`config.mk`:
```
export PLATFORM = sky130hd
export DESIGN_NAME = load_store_unit
export DESIGN_NICKNAME = d
export VERILOG_FILES = /design/src/rtl/load_store_unit.sv
export SDC_FILE = /design/constraint.sdc
export NUM_CORES = 1
export LEC_CHECK = 0
export BUFFER_PORTS_ARGS = -buffer_cell sky130_fd_sc_hd__buf_2
export CORE_ASPECT_RATIO = 1.5
export CORE_UTILIZATION = 53
export DETAILED_ROUTE_END_ITERATION = 12
export PLACE_DENSITY = 0.86
export SYNTH_ARGS = -nofsm -noshare
export SYNTH_HDL_FRONTEND = slang
export SYNTH_SLANG_ARGS = --single-unit
```
`constraint.sdc`:
```
create_clock -name clk -period 6.5 [get_ports clk]
set_clock_uncertainty 0.2 [all_clocks]
set_input_delay 0.65 -clock clk [delete_from_list [all_inputs] [get_ports clk]]
set_output_delay 0.65 -clock clk [all_outputs]
set_load 0.005 [all_outputs]
```
`src/rtl/load_store_unit.sv`:
```
// rtl/load_store_unit.sv - RV32I load/store unit: lane steering, load extension, single-outstanding memory handshake
// Optional macro LSU_MISALIGN_TRAP_EN: misaligned accesses skip memory and complete with rsp_misalign_o=1.
module load_store_unit #(
  parameter int AWIDTH = 32,
  parameter int DWIDTH = 32
) (
  input  logic              clk,
  input  logic              reset,
  input  logic              req_valid_i,
  output logic              req_ready_o,
  input  logic              req_is_store_i,
  input  logic [2:0]        req_funct3_i,
  input  logic [AWIDTH-1:0] req_addr_i,
  input  logic [DWIDTH-1:0] req_wdata_i,
  input  logic [4:0]        req_rd_i,
  output logic              mem_valid_o,
  input  logic              mem_ready_i,
  output logic              mem_we_o,
  output logic [3:0]        mem_be_o,
  output logic [AWIDTH-1:0] mem_addr_o,
  output logic [DWIDTH-1:0] mem_wdata_o,
  input  logic              mem_rvalid_i,
  input  logic [DWIDTH-1:0] mem_rdata_i,
  output logic              rsp_valid_o,
  output logic [4:0]        rsp_rd_o,
  output logic [DWIDTH-1:0] rsp_data_o,
  output logic              rsp_is_load_o,
  output logic              rsp_misalign_o,
  output logic              busy_o
);

  localparam logic [1:0] S_IDLE = 2'd0;
  localparam logic [1:0] S_REQ  = 2'd1;
  localparam logic [1:0] S_WAIT = 2'd2;
  localparam logic [1:0] S_RESP = 2'd3;

  logic [1:0]        r_state;
  logic [2:0]        r_funct3;
  logic [AWIDTH-1:0] r_addr;
  logic [DWIDTH-1:0] r_wdata;
  logic [4:0]        r_rd;
  logic              r_is_store;
  logic [4:0]        r_rsp_rd;
  logic [DWIDTH-1:0] r_rsp_data;
  logic              r_rsp_is_load;
  logic              r_rsp_misalign;

  logic              w_accept;
  logic              w_trap;
  logic              w_in_req;
  logic [3:0]        w_be;
  logic [DWIDTH-1:0] w_wdata;
  logic [7:0]        w_byte;
  logic [15:0]       w_half;
  logic [DWIDTH-1:0] w_load_data;

  assign req_ready_o = (r_state == S_IDLE) && !reset;
  assign w_accept    = req_valid_i && req_ready_o;
  assign w_in_req    = (r_state == S_REQ);

`ifdef LSU_MISALIGN_TRAP_EN
  // Half with odd address, or word (funct3[1]=1 covers 010/011/110/111) not on a 4-byte boundary.
  assign w_trap = ((req_funct3_i[1:0] == 2'b01) && req_addr_i[0]) ||
                  (req_funct3_i[1] && (req_addr_i[1:0] != 2'b00));
`else
  assign w_trap = 1'b0;
`endif

  // Lane selection uses only the size-relevant address bits, so misaligned halves/words align silently.
  always_comb begin
    w_be    = 4'b1111;
    w_wdata = r_wdata;
    case (r_funct3[1:0])
      2'b00: begin
        w_be    = 4'b0001 << r_addr[1:0];
        w_wdata = {4{r_wdata[7:0]}};
      end
      2'b01: begin
        w_be    = r_addr[1] ? 4'b1100 : 4'b0011;
        w_wdata = {2{r_wdata[15:0]}};
      end
      default: begin
        w_be    = 4'b1111;
        w_wdata = r_wdata;
      end
    endcase
  end

  always_comb begin
    w_byte = mem_rdata_i[7:0];
    case (r_addr[1:0])
      2'd0:    w_byte = mem_rdata_i[7:0];
      2'd1:    w_byte = mem_rdata_i[15:8];
      2'd2:    w_byte = mem_rdata_i[23:16];
      default: w_byte = mem_rdata_i[31:24];
    endcase
    w_half = r_addr[1] ? mem_rdata_i[31:16] : mem_rdata_i[15:0];
    case (r_funct3)
      3'b000:  w_load_data = {{24{w_byte[7]}}, w_byte};
      3'b001:  w_load_data = {{16{w_half[15]}}, w_half};
      3'b100:  w_load_data = {24'd0, w_byte};
      3'b101:  w_load_data = {16'd0, w_half};
      default: w_load_data = mem_rdata_i;
    endcase
  end

  assign mem_valid_o = w_in_req;
  assign mem_we_o    = w_in_req && r_is_store;
  assign mem_be_o    = w_in_req ? w_be : 4'b0000;
  assign mem_addr_o  = w_in_req ? {r_addr[AWIDTH-1:2], 2'b00} : '0;
  assign mem_wdata_o = w_in_req ? w_wdata : '0;

  assign rsp_valid_o    = (r_state == S_RESP);
  assign rsp_rd_o       = r_rsp_rd;
  assign rsp_data_o     = r_rsp_data;
  assign rsp_is_load_o  = r_rsp_is_load;
  assign rsp_misalign_o = r_rsp_misalign;
  assign busy_o         = (r_state != S_IDLE);

  always_ff @(posedge clk) begin
    if (reset) begin
      r_state        <= S_IDLE;
      r_funct3       <= 3'd0;
      r_addr         <= '0;
      r_wdata        <= '0;
      r_rd           <= 5'd0;
      r_is_store     <= 1'b0;
      r_rsp_rd       <= 5'd0;
      r_rsp_data     <= '0;
      r_rsp_is_load  <= 1'b0;
      r_rsp_misalign <= 1'b0;
    end else begin
      case (r_state)
        S_IDLE: begin
          if (w_accept) begin
            r_funct3   <= req_funct3_i;
            r_addr     <= req_addr_i;
            r_wdata    <= req_wdata_i;
            r_rd       <= req_rd_i;
            r_is_store <= req_is_store_i;
            if (w_trap) begin
              r_state        <= S_RESP;
              r_rsp_rd       <= req_rd_i;
              r_rsp_data     <= '0;
              r_rsp_is_load  <= !req_is_store_i;
              r_rsp_misalign <= 1'b1;
            end else begin
              r_state <= S_REQ;
            end
          end
        end
        S_REQ: begin
          if (mem_ready_i) begin
            if (r_is_store) begin
              r_state        <= S_RESP;
              r_rsp_rd       <= r_rd;
              r_rsp_data     <= '0;
              r_rsp_is_load  <= 1'b0;
              r_rsp_misalign <= 1'b0;
            end else begin
              r_state <= S_WAIT;
            end
          end
        end
        S_WAIT: begin
          if (mem_rvalid_i) begin
            r_state        <= S_RESP;
            r_rsp_rd       <= r_rd;
            r_rsp_data     <= w_load_data;
            r_rsp_is_load  <= 1'b1;
            r_rsp_misalign <= 1'b0;
          end
        end
        default: r_state <= S_IDLE;
      endcase
    end
  end

endmodule
```
==> results of run 1 <==
-- through the flow --
stage / worst slack (ns) / hold slack, ns / total power, W / instance area, sq um
6_report: 3.08 / 0.240 / 0.00247 / 7110
4_1_cts: 3.13 / 0.226 / 0.00248 / 7110
3_5_place_dp: 3.56 / 0.252 / 0.00161 / 6550
3_3_place_gp: 3.63 / 0.247 / 0.00160 / 6550
2_1_floorplan: 4.23 / 0.245 / 0.00137 / 5510
5_1_grt: 2.95 / 0.232 / 0.00260 / 7110
-- layout make-up --
cell class | instances | area (sq um)
clock inverter | 11 | 116
inverter | 14 | 52.6
tap | 117 | 146
timing repair buffer | 223 | 1130
fill | 833 | 3030
sequential | 113 | 2260
multi-input combinational | 481 | 2960
clock buffer | 19 | 443
-- cells in the mapped netlist --
| master | number | share of area |
|---|---|---|
| dfxtp_1 | 113 | 0.41 |
| nand2_1 | 100 | 0.068 |
| o21ai_0 | 96 | 0.087 |
| nand2b_1 | 74 | 0.084 |
| and2_1 | 46 | 0.052 |
| clkbuf_1 | 43 | 0.029 |
| mux2i_1 | 25 | 0.045 |
| nor2_1 | 16 | 0.011 |
| o2bb2ai_1 | 14 | 0.022 |
| inv_1 | 13 | 0.0089 |
| a21oi_1 | 12 | 0.011 |
| nor2b_1 | 12 | 0.014 |
| a221o_2 | 10 | 0.020 |
| a21boi_0 | 8 | 0.011 |
| a221oi_1 | 8 | 0.013 |
| a211o_1 | 7 | 0.011 |
| and3b_1 | 7 | 0.011 |
| buf_2 | 7 | 0.0064 |
| nand3_1 | 7 | 0.0064 |
| nand3b_1 | 7 | 0.0095 |
| a221o_1 | 6 | 0.011 |
| ha_1 | 4 | 0.0091 |
| buf_4 | 3 | 0.0041 |
| buf_1 | 2 | 0.0014 |
| buf_6 | 2 | 0.0041 |
| mux2_2 | 2 | 0.0041 |
| nor3_1 | 2 | 0.0018 |
| o21a_1 | 2 | 0.0027 |
| o31ai_1 | 2 | 0.0027 |
| a21boi_4 | 1 | 0.0034 |
| a22o_1 | 1 | 0.0016 |
| a22oi_1 | 1 | 0.0014 |
| a32o_1 | 1 | 0.0018 |
| clkinv_1 | 1 | 0.00068 |
| conb_1 | 1 | 0.00068 |
| mux4_2 | 1 | 0.0041 |
| nor3_4 | 1 | 0.0030 |
| nor3b_2 | 1 | 0.0023 |
| nor4_4 | 1 | 0.0039 |
| or2_0 | 1 | 0.0011 |
| or2_2 | 1 | 0.0011 |
| or3_1 | 1 | 0.0011 |
-- worst max-delay path: stages (launching register included) --
cell      delay, ns
dfxtp_2        1.05
or2_0          0.63
nand2_1        0.13
a21boi_0       0.19
buf_2          0.15
-- cells by family after synthesis --
| family | after synthesis | synth area share |
|---|---|---|
| buffers and inverters | 71 | 0.0548 |
| adders and majority gates | 4 | 0.00909 |
| muxes | 28 | 0.0536 |
| and+or+nand+nor | 277 | 0.271 |
| other | 1 | 0.000681 |
| DFF | 113 | 0.411 |
| AOI/OAI and AO/OA | 169 | 0.200 |
-- layer usage --
layer	up-vias	GRT usage	part of all wire
li1	2629	-	-
met5	-	0	0
met4	0	0.161	0.033
met3	44	0.0833	0.086
met2	254	0.479	0.50
met1	2429	0.310	0.38
-- power by group --
group | internal [W] | switching, W
clock | 0.000565 | 0.000305
combinational | 0.000288 | 0.000384
sequential | 0.000816 | 0.000115
-- final timing paths --
check / to / depth (start not counted)
worst min-delay path: r_addr[25] / 3
worst max register to register: rsp_data_o[30] / 6
worst max-delay path: mem_wdata_o[8] / 4
worst min register to register: rsp_data_o[13] / 1
-- sequential cells by signal, indices dropped and copies added (netlist names), 2 cells and up --
register / cells
r_rd: 5
r_state: 2
rsp_data_o: 32
r_wdata: 32
r_funct3: 3
r_addr: 32
rsp_rd_o: 5
==> impl_metrics.toml, run 1 <==
[sta]
rsz0062_at_grt = "false"
finalSetupViolations = 0
worst_pin_slew_ns = 1.10
maxSlewHeadroom = 0.270
min_period_ns = 3.42
fmaxAchievable_ghz = 0.293
hold_viol = 0
drv_slew = 0
fin_tns_setup_ns = 0
period_share = 0.526

[worst_setup_path]
cp.arrival_ns = 2.57
critPathLaunchType = "register"
path_class = "register to primary output"
cp_max_fo = 57
rr_startpoint = "r_state[1]"
rrSetupSlack_ns = 3.54
startpoint = "r_funct3[1]"
crit_required_ns = 5.65
end_kind = "primary output"

[clocking]
root_buffer = "clkbuf_16"
cts_tree = "yes"
post_cts_buffers = 0
clk_pin_slew_ns = 0.05
numCtsBuffers = 17
cts.repair.resized = 0
insertion_delay_ns = 0.40
cts_htree_levels = 4
hold_buffers = 0
cts.sinks = 113
clock_path_buffers = 2

[route]
first_iter_violations = 323
dr_total_vias = 5356
route.detailed.drc = 0
routed_wl_mm = 15.5
via_per_inst = 5.48
firstDrtPassIters = 5
detail-route-antenna-nets = 0
wire_per_inst_um = 15.8

[yosys]
netlist_area_sq_um = 5500
avgSynthCellArea_sq_um = 8.30
ys_seq_area_frac = 0.411
ys_ff_latch = 113
synthCells = 663
yosysWarnings = 0
synth.distinct_cells = 42

[die]
initial_utilization = 0.543
io_pins = 222
fp.dieW_um = 85.2
dieArea_sq_um = 10800
die_h_um = 127
coreArea_sq_um = 10100
row_count = 45

[finish]
drive_gt1_frac = 0.318
antennaDiodeCount = 0
final_nets = 964
stdcell_count = 978
area_growth_pct = 29.1
final_cell_mix = "buf_2 (218), dfxtp_1 (112), nand2_1 (100)"
layout_commonest_cell = "buf_2"
post-route-util = 0.701

[power_and_ir_drop]
p_leak_nw = 3.19
ir_worst_vdd_uv = 247
power.density_nw_per_um2 = 348

[grt]
overflow = 0
grt_usage = 0.282
grt_max_degree = 87
grt_pass1_wl_mm = 23.8
first_global_vias = 4949
antenna_found_initial = 0

[worst_hold_path]
min_path_type = "input pin to register"
hp-start = "req_addr_i[25]"

[placed_design]
place.gp.congestion = 0.927
portBuffers = 218
dp_cells = 948
dpl.hpwl_mm = 10.9

[status]
status = "finished, final reports clean"

[flow_run]
cap_violations = 0
(Power assumes the default switching activity.)
==> run 2, diff against run 1 <==
--- a/config.mk
+++ b/config.mk
@@ -5,11 +5,12 @@
 export SDC_FILE = /design/constraint.sdc
 export NUM_CORES = 1
 export LEC_CHECK = 0
+export ABC_AREA = 1
 export BUFFER_PORTS_ARGS = -buffer_cell sky130_fd_sc_hd__buf_2
 export CORE_ASPECT_RATIO = 1.5
-export CORE_UTILIZATION = 53
+export CORE_UTILIZATION = 44
 export DETAILED_ROUTE_END_ITERATION = 12
-export PLACE_DENSITY = 0.86
+export PLACE_DENSITY = 0.76
 export SYNTH_ARGS = -nofsm -noshare
 export SYNTH_HDL_FRONTEND = slang
 export SYNTH_SLANG_ARGS = --single-unit
==> constraint.sdc (replaced) <==
create_clock -name clk -period 3 [get_ports clk]
set_clock_uncertainty 0.2 [all_clocks]
set_input_delay 0.3 -clock clk [delete_from_list [all_inputs] [get_ports clk]]
set_output_delay 0.3 -clock clk [all_outputs]
set_load 0.005 [all_outputs]
==> run 2 against run 1 <==
  * Sequential cell count stayed put
  * Worst hold slack worse by 0.23 ns
  * Critical endpoint is now mem_be_o[0]
  * Via count is 14% higher
  * Count of clock-buffer cells in the layout stayed put
  * Die area is 19% higher
==> impl_metrics.toml, run 2 <==
[status]
status = "finished, final reports clean"

[finish]
ff_latch_area_sq_um = 2260
antennaDiodeCount = 0
layout_commonest_cell = "buf_2"
final_nets = 1138
area_growth_pct = 44.1
drive_gt1_frac = 0.285
post-route-util = 0.653
fill_cells = 1079
final_cell_mix = "buf_2 (217), nand2_1 (214), dfxtp_1 (113)"
multi_input_comb_area_sq_um = 2600

[die]
fp.dieW_um = 92.9
initial_utilization = 0.453
dieArea_sq_um = 12800
row_count = 49
coreArea_sq_um = 12000
io_pins = 222
die_h_um = 138

[worst_setup_path]
worst_path_max_delay_cell = "dfxtp_1"
cp.arrival_ns = 2.23
rrSetupSlack_ns = 0.56
crit_required_ns = 2.50
path_class = "register to primary output"
path_cells = "inv_2, nand2_1, a21oi_1, buf_2"
endpoint = "mem_be_o[0]"
cpLargestDelayFamily = "flip-flops"
critPathLaunchType = "register"
cp.depth = 4
cp_max_fo = 16
slowest_delay_ns = 0.72
ff2ff_path_depth = 9
r2r-end = "rsp_data_o[3]"
rr_startpoint = "r_state[1]"
crit_buf_inv = 2
startpoint = "r_addr[1]"
end_kind = "primary output"

[power_and_ir_drop]
power.density_nw_per_um2 = 701
netSwitchingPower_w = 0.00186
clockPowerShare = 0.387
p_leak_nw = 3.78
switching_share = 0.337
seqPwrFrac = 0.321
ir_worst_vdd_uv = 571
p_int_w = 0.00365
pwr-share-comb = 0.291

[sta]
min_period_ns = 2.73
fmaxAchievable_ghz = 0.366
fin_tns_setup_ns = 0
finalSetupViolations = 0
worst_pin_slew_ns = 0.753
hold_viol = 0
period_share = 0.911
drv_slew = 0
maxSlewHeadroom = 0.498
rsz0062_at_grt = "false"

[grt]
grt_max_degree = 104
first_global_vias = 5708
grt_usage = 0.266
overflow = 0
grt_pass1_wl_mm = 27.3
antenna_found_initial = 0

[clocking]
cts_htree_levels = 4
root_buffer = "clkbuf_16"
clk_pin_slew_ns = 0.05
clock_path_buffers = 2
insertion_delay_ns = 0.40
numCtsBuffers = 17
cts.sinks = 113
cts.repair.resized = 0
cts_tree = "yes"

[yosys]
synthAdderAreaFrac = 0.00918
synth.distinct_cells = 39
ys_seq_area_frac = 0.415
yosys.area_share.simple = 0.237
synthCells = 767
synth_xor_area_frac = 0
synth_most_common_cell = "nand2_1"
netlist_top_cells_area = "dfxtp_1 (42%), nand2_1 (15%), a21oi_1 (9.5%), inv_1 (5.0%), nor2_1 (4.9%)"
synth_compound_area_frac = 0.227
muxShareOfSynthArea = 0
yosysTopAreaCell = "dfxtp_1"
yosysWarnings = 0
synth_top_family_by_area = "simple AND/OR/NAND/NOR gates"
ys.flop_type = "dfxtp_1"
async_flop_share = 0
synth_edf_count = 0
yosysTopAreaCellShare = 0.415
synth_common_cells = "nand2_1 (215), dfxtp_1 (113), a21oi_1 (103)"
netlist_area_sq_um = 5450
ys_ff_latch = 113
avgSynthCellArea_sq_um = 7.10

[route]
firstDrtPassIters = 5
dr_total_vias = 6081
detail-route-antenna-nets = 0
via_per_inst = 5.11
wire_per_inst_um = 14.5
routed_wl_mm = 17.3
first_iter_violations = 286
route.detailed.drc = 0

[placed_design]
dpl.hpwl_mm = 11.0
portBuffers = 218
place.gp.congestion = 0.908

[flow_run]
cap_violations = 0

[worst_hold_path]
min_path_type = "input pin to register"
-- run 2: logic make-up (layout without fill, tap and decap cells) --
kind of cell / count (synthesis) / count (layout)
AND/OR/NAND/NOR: 315 / 315
AO/OA/AOI/OAI: 195 / 195
buffers and inverters: 139 / 407
flip-flops: 113 / 113
adder cells (fa/ha/maj): 4 / 4
other: 1 / 3
-- run 2: metal layers --
metal,share of wire,track usage,routed length [um],up-vias
met3,0.066,0.0611,1140,59
met5,0,0,0,-
met2,0.50,0.450,8620,281
met4,0.052,0.164,903,0
met1,0.38,0.296,6650,2744
li1,-,-,-,2997
-- run 2: final cells by class --
| class | count | share of cell area |
|---|---|---|
| multi-input combinational | 517 | 0.331 |
| sequential | 113 | 0.288 |
| timing repair buffer | 293 | 0.235 |
| clock buffer | 19 | 0.0564 |
| inverter | 82 | 0.0416 |
| tap | 153 | 0.0244 |
| clock inverter | 13 | 0.0236 |
-- run 2: worst min-delay path: stages --
cell and delay (ns):
buf_2 0.10, nor2_1 0.10, a211oi_1 0.05
-- run 2: how the worst min path moves through the flow --
stage / startpoint / to / slack (ns) / cells after the start
after floorplan: r_wdata[24] / r_wdata[24] / 0.24 / 2
after global placement: rsp_rd_o[3] / rsp_rd_o[3] / 0.25 / 2
after detailed placement: rsp_rd_o[0] / rsp_rd_o[0] / 0.25 / 2
after CTS: req_wdata_i[24] / r_wdata[24] / 0.003 / 3
after global routing: req_wdata_i[13] / r_wdata[13] / 0.01 / 3
final: req_wdata_i[13] / r_wdata[13] / 0.007 / 3
-- run 2: power groups by stage --
stage                     Sequential (W)  Clock (W)  Combinational (W)
after floorplan                  0.00177          0            0.00111
after detailed placement         0.00180          0            0.00151
after global placement           0.00179          0            0.00150
after global routing             0.00178    0.00224            0.00177
after CTS                        0.00177    0.00216            0.00159
final                            0.00177    0.00213            0.00160
-- run 2: per-stage QoR --
stage / instance area [sq um] / hold slack (ns) / setup slack (ns) / instances / power (W)
finish: 7850 / 0.00746 / 0.266 / 1190 / 0.00550
global route: 7850 / 0.0143 / 0.128 / 1190 / 0.00579
CTS: 7850 / 0.00341 / 0.288 / 1190 / 0.00552
detailed placement: 6530 / 0.250 / 0.596 / 1089 / 0.00331
global placement: 6530 / 0.248 / 0.665 / 1089 / 0.00329
floorplan: 5460 / 0.239 / 1.13 / 769 / 0.00288
-- run 2: repair_timing --
action | 4_1_cts | 5_1_grt
hold endpoints to repair | 69 | 0
hold buffers | 69 | 0
buffers inserted | 0 | 0
==> run 3, diff against run 2 <==
--- a/config.mk
+++ b/config.mk
@@ -7,7 +7,7 @@
 export LEC_CHECK = 0
 export ABC_AREA = 1
 export BUFFER_PORTS_ARGS = -buffer_cell sky130_fd_sc_hd__buf_2
-export CORE_ASPECT_RATIO = 1.5
+export CORE_ASPECT_RATIO = 0.75
 export CORE_UTILIZATION = 44
 export DETAILED_ROUTE_END_ITERATION = 12
 export PLACE_DENSITY = 0.76
==> run 3 against run 2 <==
  * Combinational power about the same
  * Critical path depth up 2
  * Sequential cell count unchanged
  * Critical path type unchanged
  * Count of clock-buffer cells in the layout up 4
  * Worst hold slack better by 0.033 ns
  * Global-route usage up 0.43 points
  * Cell area up 0.78%
  * Register-to-register slack better by 0.19 ns
==> impl_metrics.toml, run 3 (same netlist as run 2, synthesis figures left out) <==
[status]
status = "finished, final reports clean"

[worst_setup_path]
critPathLaunchType = "register"
end_kind = "primary output"
endpoint = "mem_wdata_o[24]"
crit_required_ns = 2.50
rr_startpoint = "r_state[1]"
path_class = "register to primary output"
ff2ff_path_depth = 10
cp_max_fo = 30
rrSetupSlack_ns = 0.75
cp.arrival_ns = 2.11
r2r-end = "rsp_data_o[3]"
startpoint = "r_state[1]"

[clocking]
clk_pin_slew_ns = 0.05
cts_htree_levels = 4
root_buffer = "clkbuf_16"
post_cts_buffers = 0
numCtsBuffers = 17
clock_path_buffers = 2
cts.sinks = 113
cts_tree = "yes"
insertion_delay_ns = 0.41

[route]
via_per_inst = 4.97
firstDrtPassIters = 7
first_iter_violations = 482
routed_wl_mm = 17.4
wire_per_inst_um = 14.5
dr_total_vias = 5969
detail-route-antenna-nets = 0
route.detailed.drc = 0

[sta]
maxSlewHeadroom = 0.357
whs_ns = 0.0409
hold_viol = 0
fin_tns_setup_ns = 0
fmaxAchievable_ghz = 0.384
drv_slew = 0
finalSetupViolations = 0
worst_pin_slew_ns = 0.965
rsz0062_at_grt = "false"
min_period_ns = 2.61
period_share = 0.869
fin_ws_ns = 0.394

[finish]
drive_gt1_frac = 0.283
post-route-util = 0.669
area_growth_pct = 45.2
fill_cells = 1023
final_cell_area_sq_um = 7910
final_nets = 1140
layout_commonest_cell = "buf_2"
final_cell_mix = "buf_2 (217), nand2_1 (214), dfxtp_1 (113)"

[power_and_ir_drop]
power.density_nw_per_um2 = 712
p_leak_nw = 3.80
ir_worst_vdd_uv = 458

[die]
fp.dieW_um = 131
row_count = 34
initial_utilization = 0.461
die_h_um = 98.4
io_pins = 222
dieArea_sq_um = 12800
coreArea_sq_um = 11800

[placed_design]
pre_cts_slack_ns = 0.748
portBuffers = 218
dpl_cell_area_sq_um = 6540
dpl.hpwl_mm = 10.9
place.gp.congestion = 0.967

[grt]
first_global_vias = 5587
grt_usage = 0.270
antenna_found_initial = 1
overflow = 0
grt_pass1_wl_mm = 27.0
grt_max_degree = 87

[worst_hold_path]
min_path_type = "input pin to register"

[flow_run]
cap_violations = 0
==> run 3: changes by cell type in the layout (fill, tap and decap cells not counted) <==
| cell | previous run | this run |
|---|---|---|
| clkinvlp_4 | 5 | 3 |
| diode_2 | 0 | 1 |
| bufinv_16 | 4 | 5 |
| clkbuf_8 | 1 | 3 |
| clkinv_4 | 3 | 2 |
| clkbuf_1 | 1 | 3 |
| dlygate4sd3_1 | 69 | 71 |
| clkinv_2 | 3 | 2 |
| inv_6 | 1 | 0 |
==> run 3: how the worst min path moves through the flow <==
stage	startpoint	cells past startpoint	to
6_report	req_funct3_i[2]	3	r_funct3[2]
4_1_cts	req_funct3_i[2]	3	r_funct3[2]
3_3_place_gp	rsp_rd_o[2]	2	rsp_rd_o[2]
5_1_grt	req_funct3_i[2]	3	r_funct3[2]
3_5_place_dp	rsp_data_o[18]	2	rsp_data_o[18]
2_1_floorplan	r_wdata[24]	2	r_wdata[24]
==> run 3: area by class of cell <==
cell class                 instances  area, sq um  share of cell area
inverter                          82          327              0.0413
multi-input combinational        517         2600               0.329
sequential                       113         2260               0.286
clock inverter                     9          178              0.0225
timing repair buffer             295         1860               0.235
clock buffer                      23          478              0.0604
antenna                            1         2.50            0.000316
tap                              162          203              0.0256
==> run 3: critical path: stages (launching register included) <==
cell,delay (ns)
dfxtp_1,0.33
inv_1,0.10
ha_2,0.25
buf_4,0.31
o21ai_0,0.20
a221oi_1,0.32
buf_2,0.18
==> run 3: power by group <==
part	internal, W	switching, W	total, W	leakage [nW]
sequential	0.00167	0.000104	0.00177	0.919
clock	0.00154	0.000713	0.00225	0.310
combinational	0.000570	0.00104	0.00161	2.58
==> run 3: repair_timing <==
action,CTS,global route
hold buffers,71,0
hold endpoints to repair,71,0
resized for setup,0,0
==> run 3: metal layers <==
layer,share of wire,global-route usage,vias up
li1,-,-,3005
met1,0.44,0.340,2680
met2,0.46,0.432,251
met3,0.076,0.0784,33
met4,0.023,0.107,0
met5,0,0,-
==> run 3: stage by stage <==
step	total power, W	instances
after floorplan	0.00288	769
after global placement	0.00330	1098
after detailed placement	0.00331	1098
after CTS	0.00563	1201
after global routing	0.00592	1202
final	0.00563	1202
